File: config.mk
export PLATFORM = sky130hd
export DESIGN_NAME = counter_updown_mod
export DESIGN_NICKNAME = d
export VERILOG_FILES = /design/src/rtl/counter_updown_mod.sv
export SDC_FILE = /design/constraint.sdc
export NUM_CORES = 1
export LEC_CHECK = 0
export BUFFER_PORTS_ARGS = -buffer_cell sky130_fd_sc_hd__buf_4
export CAP_MARGIN = 30
export CORE_AREA = 2 2 39 41
export DETAILED_ROUTE_END_ITERATION = 10
export DIE_AREA = 0 0 41 43
export PLACE_DENSITY = 0.56
export SLEW_MARGIN = 30
export SYNTH_ARGS = -nofsm -noshare
export SYNTH_HDL_FRONTEND = slang
export SYNTH_SLANG_ARGS = --single-unit
File: constraint.sdc
create_clock -name clk -period 1.2 [get_ports clk]
set_input_delay 0.12 -clock clk [delete_from_list [all_inputs] [get_ports clk]]
set_output_delay 0.12 -clock clk [all_outputs]
set_load 0.02 [all_outputs]
File: src/rtl/counter_updown_mod.sv
// Parametrised up/down counter with modulus, wrap/saturate limit handling,
// parallel load, synchronous clear, terminal-count and overflow flags.
module counter_updown_mod #(
  parameter int unsigned WIDTH    = 3,
  parameter int unsigned MODULUS  = 8,
  parameter int unsigned SATURATE = 0
) (
  input  logic             clk,
  input  logic             rst,
  input  logic             en,
  input  logic             up_dn,
  input  logic             load,
  input  logic [WIDTH-1:0] load_val,
  input  logic             clr,
  output logic [WIDTH-1:0] ctr,
  output logic             tc,
  output logic             wrap,
  output logic             ovf
);

  localparam int unsigned   CW  = WIDTH + 1;
  localparam logic [CW-1:0] TOP = CW'(MODULUS - 1);

  logic [CW-1:0]    cur;
  logic [CW-1:0]    ld_ext;
  logic [WIDTH-1:0] nxt;
  logic [WIDTH-1:0] ld_clamp;
  logic             at_top;
  logic             at_bot;
  logic             limit;

  assign cur    = {1'b0, ctr};
  assign ld_ext = {1'b0, load_val};

  // Next count, limit detection and load clamping, all in WIDTH+1 bits
  always_comb begin
    at_top   = (cur == TOP);
    at_bot   = (cur == '0);
    limit    = en & (up_dn ? at_top : at_bot);
    nxt      = ctr;
    ld_clamp = load_val;
    if (up_dn) begin
      if (at_top) nxt = (SATURATE != 0) ? WIDTH'(TOP) : '0;
      else        nxt = WIDTH'(cur + CW'(1));
    end else begin
      if (at_bot) nxt = (SATURATE != 0) ? '0 : WIDTH'(TOP);
      else        nxt = WIDTH'(cur - CW'(1));
    end
    if (ld_ext > TOP) ld_clamp = WIDTH'(TOP);
  end

  assign tc = limit;

  // Priority: reset, clear, load, count, hold
  always_ff @(posedge clk) begin
    if (!rst) begin
      ctr  <= '0;
      wrap <= 1'b0;
      ovf  <= 1'b0;
    end else if (clr) begin
      ctr  <= '0;
      wrap <= 1'b0;
      ovf  <= 1'b0;
    end else if (load) begin
      ctr  <= ld_clamp;
      wrap <= 1'b0;
    end else if (en) begin
      ctr  <= nxt;
      wrap <= limit;
      ovf  <= ovf | limit;
    end else begin
      wrap <= 1'b0;
    end
  end

endmodule

After elaboration in Yosys (flattened, before gate mapping):

Index checks and enable logic that the tools add are counted.

* word-level logic and storage cells: 24
* flip-flop bits (word level): 5
* input bits: 9

* bitwise gates (word level): 5
* reduce and logical (&&, ||, !) cells: 5
* muxes and demuxes: 7
* equality and inequality tests: 1
* order comparisons: 1
* add/subtract/negate cells: 2

Operators with widths (number)
* $mux W3: 6
* $logic_not A4 Y1: 1
* $reduce_or A4 Y1: 1
* $add A3 B1 Y3 const B: 1
* $eq A3 B3 Y1 const B: 1
* $gt A3 B3 Y1 const B: 1
* $not A1 Y1: 3
* $sub A3 B1 Y3 const B: 1
* $reduce_and A2 Y1: 1
* $reduce_bool A2 Y1: 1
* $reduce_or A2 Y1: 1
* $and A1 B1 Y1: 1
* $mux W1: 1
* $or A1 B1 Y1: 1

Longest topological paths before layout:

* depth in word-level cells: 5
* mapped depth: 5

Least setup slack after synthesis:

Ideal clock, no wire load.

* kind: reg2out
* start point: reg ctr[0]
* end point: out tc
* path slack: -517 ps
* path buffers: 0
* stages on the path, launching flop included: 5
* data arrival time: 1597 ps
* cell sequence: dfxtp_1 inv_1 ha_1 or3b_4 a21boi_0

* longest elaborated chain between the ends: 3
* elaborated cells between the ends (all ways): 4
* classes of those cells: eq/ne (1); mux (1); bitwise (1); reduce/logical (1)

RTL lines
* start, declared: RTL line 15 `output logic [WIDTH-1:0] ctr,`
* start signal, assigned: RTL line 65 `ctr <= ld_clamp;`
* start signal, assigned: RTL line 68 `ctr <= nxt;`
* $eq A3 B3 Y1 / $logic_not A4 Y1 (equally long branches): RTL line 37, 38
* $mux W1 *: RTL line 39 `limit = en & (up_dn ? at_top : at_bot);`
* $and A1 B1 Y1 *: RTL line 39
* end, declared: RTL line 16 `output logic tc,`

Mark *: on every way between the ends. The rest lies on a longest branch, timed or not.

Worst setup path in the final report:

* start point: reg ctr[1]
* end point: out tc

Same word-level chain as after synthesis.

==> results_dict.tcl <==
set metrics [dict create \
    ys_warn_count 0 \
    synth_edf_count 0 \
    fin_area_um2 712 \
    cp-end-kind "output pin" \
    topRoutingLayerUsed "met4" \
    final_cells 85 \
    place_area_um2 551 \
    fmax_mhz 644 \
    synth_top_area_frac 0.287 \
    rsz0062_at_grt "yes" \
    h-tree-depth 1 \
    synth_nets 51 \
    drv_slew 0 \
    drt_first_pass_iters 3 \
    ys_types 23 \
    critPathKind "register to output pin" \
    p_leak_nw 0.319 \
    wl_met3_um 53 \
    grt_pass1_wl_mm 1.40 \
    finalWorstSetupSlack_ns -0.353 \
    hpwlAfterDp_um 721 \
    status "finished with violations" \
    wire_per_inst_um 11.8 \
    synth_area_um2 349 \
    final.setup_skew_ns 0.00573 \
    hold_viol 0 \
    synth_cells 38 \
    synth_top_cell_by_area "dfxtp_1" \
    tritoncts "done" \
    period_needed_ns 1.55 \
    cp.arrival_ns 1.43 \
    port_buffers 14 \
    ys_seq_area_frac 0.287 \
    wl_mm 1.00 \
    cts_made_buffers 3 \
    grt_max_degree 8 \
    setup_viol 6 \
    post-place-cells 73 \
    antenna_found_initial 0 \
    required_ns 1.08 \
    cts_root_buf "clkbuf_4" \
    nets 83 \
    synthMostInstantiatedCell "dfxtp_1" \
    worstSetupStartpointType "register" \
    synth-main-ff-cell "dfxtp_1" \
    synthArstFlopShare 0 \
    rows 14 \
    grt.overflow.total 0 \
    area_growth_pct 104 \
    met2_length_um 508 \
    clk_latency_ns 0.25 \
    antenna_cells 0 \
    initial_core_util 0.252 \
    gp_congestion 0.682 \
    drive_above_1_share 0.667 \
    violations "setup timing" \
    synth_area_per_cell_um2 9.19 \
    hold_path.class "input pin to register" \
    holdBufCountCts 0 \
    min_period_over_period 1.29 \
    worstPathMaxFanout 4 \
    peakVddDrop_v 0.000506 \
    num_vias 388 \
    synth_common_cells "5 x dfxtp_1, 4 x ha_1, 3 x inv_1, 3 x nand2b_1" \
    fill_cells 144 \
    die_width_um 41 \
    die_y_um 43 \
    dr.first_iter.drc_count 4 \
    ant_nets 0 \
    path_clk_slew_ns 0.04 \
    synthTopCellsByArea "dfxtp_1 29%, ha_1 14%, nand2b_1 5.4%" \
    core_area_mm2 0.00138 \
    ctsLongestPathBuffers 2 \
    dieArea_mm2 0.00176 \
    p_per_area_mw_per_mm2 783 \
    gr-usage-all-layers 0.122 \
    io_pins 15 \
    maxCapViolCount 0 \
    wl_met1_um 417 \
    via_per_inst 4.56 \
    grt_pass1_vias 356 \
    cts.sinks 5 \
    synth-seq-cells 5 \
    tightest_slew_ns 0.233 \
    relSlewSlack 0.845 \
    drcViolationCount 0 \
]
power by group:
part | leakage (nW) | internal, mW | switching, mW
logic | 0.262 | 0.101 | 0.0756
registers | 0.0422 | 0.171 | 0.00789
clock network | 0.0150 | 0.126 | 0.0748
total | 0.319 | 0.399 | 0.158
path summary, 6_finish.rpt:
kind / slack [ns] / cells past startpoint / from / end
setup reg to reg: -0.21 / 6 / ctr[1] / ctr[0]
hold / removal: 0.16 / 3 / clr / ctr[0]
hold reg to reg: 0.45 / 1 / ovf / ovf
setup / recovery: -0.35 / 5 / ctr[1] / tc
registers in the layout (all words and copies together), names as in the netlist:
name	count
ovf	1
wrap	1
ctr	3
metrics by stage:
step / total power, mW / setup TNS (ns) / utilization / worst slack (ns) / hold slack [ns]
floorplan: 0.252 / -0.171 / - / -0.0767 / 0.261
global route: 0.593 / -1.14 / 0.514 / -0.401 / 0.181
CTS: 0.535 / -0.926 / 0.458 / -0.356 / 0.169
finish: 0.557 / -0.910 / 0.514 / -0.353 / 0.161
detailed placement: 0.317 / -0.384 / 0.398 / -0.129 / 0.424
global placement: 0.315 / -0.297 / 0.398 / -0.109 / 0.422
cell usage in the layout (no fill, tap or decap), drive strengths merged, types with 2 or more instances in the layout:
| cell type | synthesis | final |
|---|---|---|
| nand2b | 3 | 3 |
| clkbuf | 0 | 4 |
| dfxtp | 5 | 5 |
| a21oi | 2 | 2 |
| nand2 | 2 | 2 |
| nor2b | 2 | 2 |
| o21ai | 2 | 2 |
| inv | 3 | 3 |
| ha | 4 | 4 |
| buf | 0 | 27 |
critical path, stage by stage (launching register included):
cell,delay [ns]
dfxtp_4,0.35
inv_4,0.06
ha_4,0.12
or3b_4,0.40
a21boi_4,0.14
buf_6,0.12
layout make-up:
cell class | instances | area [um^2] | share of cell area
tap | 16 | 20.0 | 0.0281
clock buffer | 4 | 26.3 | 0.0369
inverter | 3 | 16.3 | 0.0228
timing repair buffer | 27 | 218 | 0.306
sequential | 5 | 108 | 0.151
multi-input combinational | 30 | 324 | 0.455
cell families (layout without fill, tap and decap cells):
family | Yosys count | count (layout) | synth area share
AOI/OAI and AO/OA | 11 | 11 | 0.244
muxes | 1 | 1 | 0.0287
DFF | 5 | 5 | 0.287
adders and majority gates | 4 | 4 | 0.143
and+or+nand+nor | 14 | 14 | 0.265
buffers and inverters | 3 | 34 | 0.0323
per-layer routing:
| metal | up-vias | global-route usage |
|---|---|---|
| met5 | - | 0 |
| met4 | 0 | 0.0800 |
| met3 | 2 | 0.0314 |
| met2 | 13 | 0.178 |
| met1 | 174 | 0.151 |
| li1 | 199 | - |
repair_timing:
action                     in CTS  in global routing
hold endpoints to repair        0                  0
setup buffers                   6                  3
pin swaps                       7                  5
setup endpoints to repair       5                  6
resized for setup               5                  9
No activity file was read; power rests on OpenSTA's default activity.
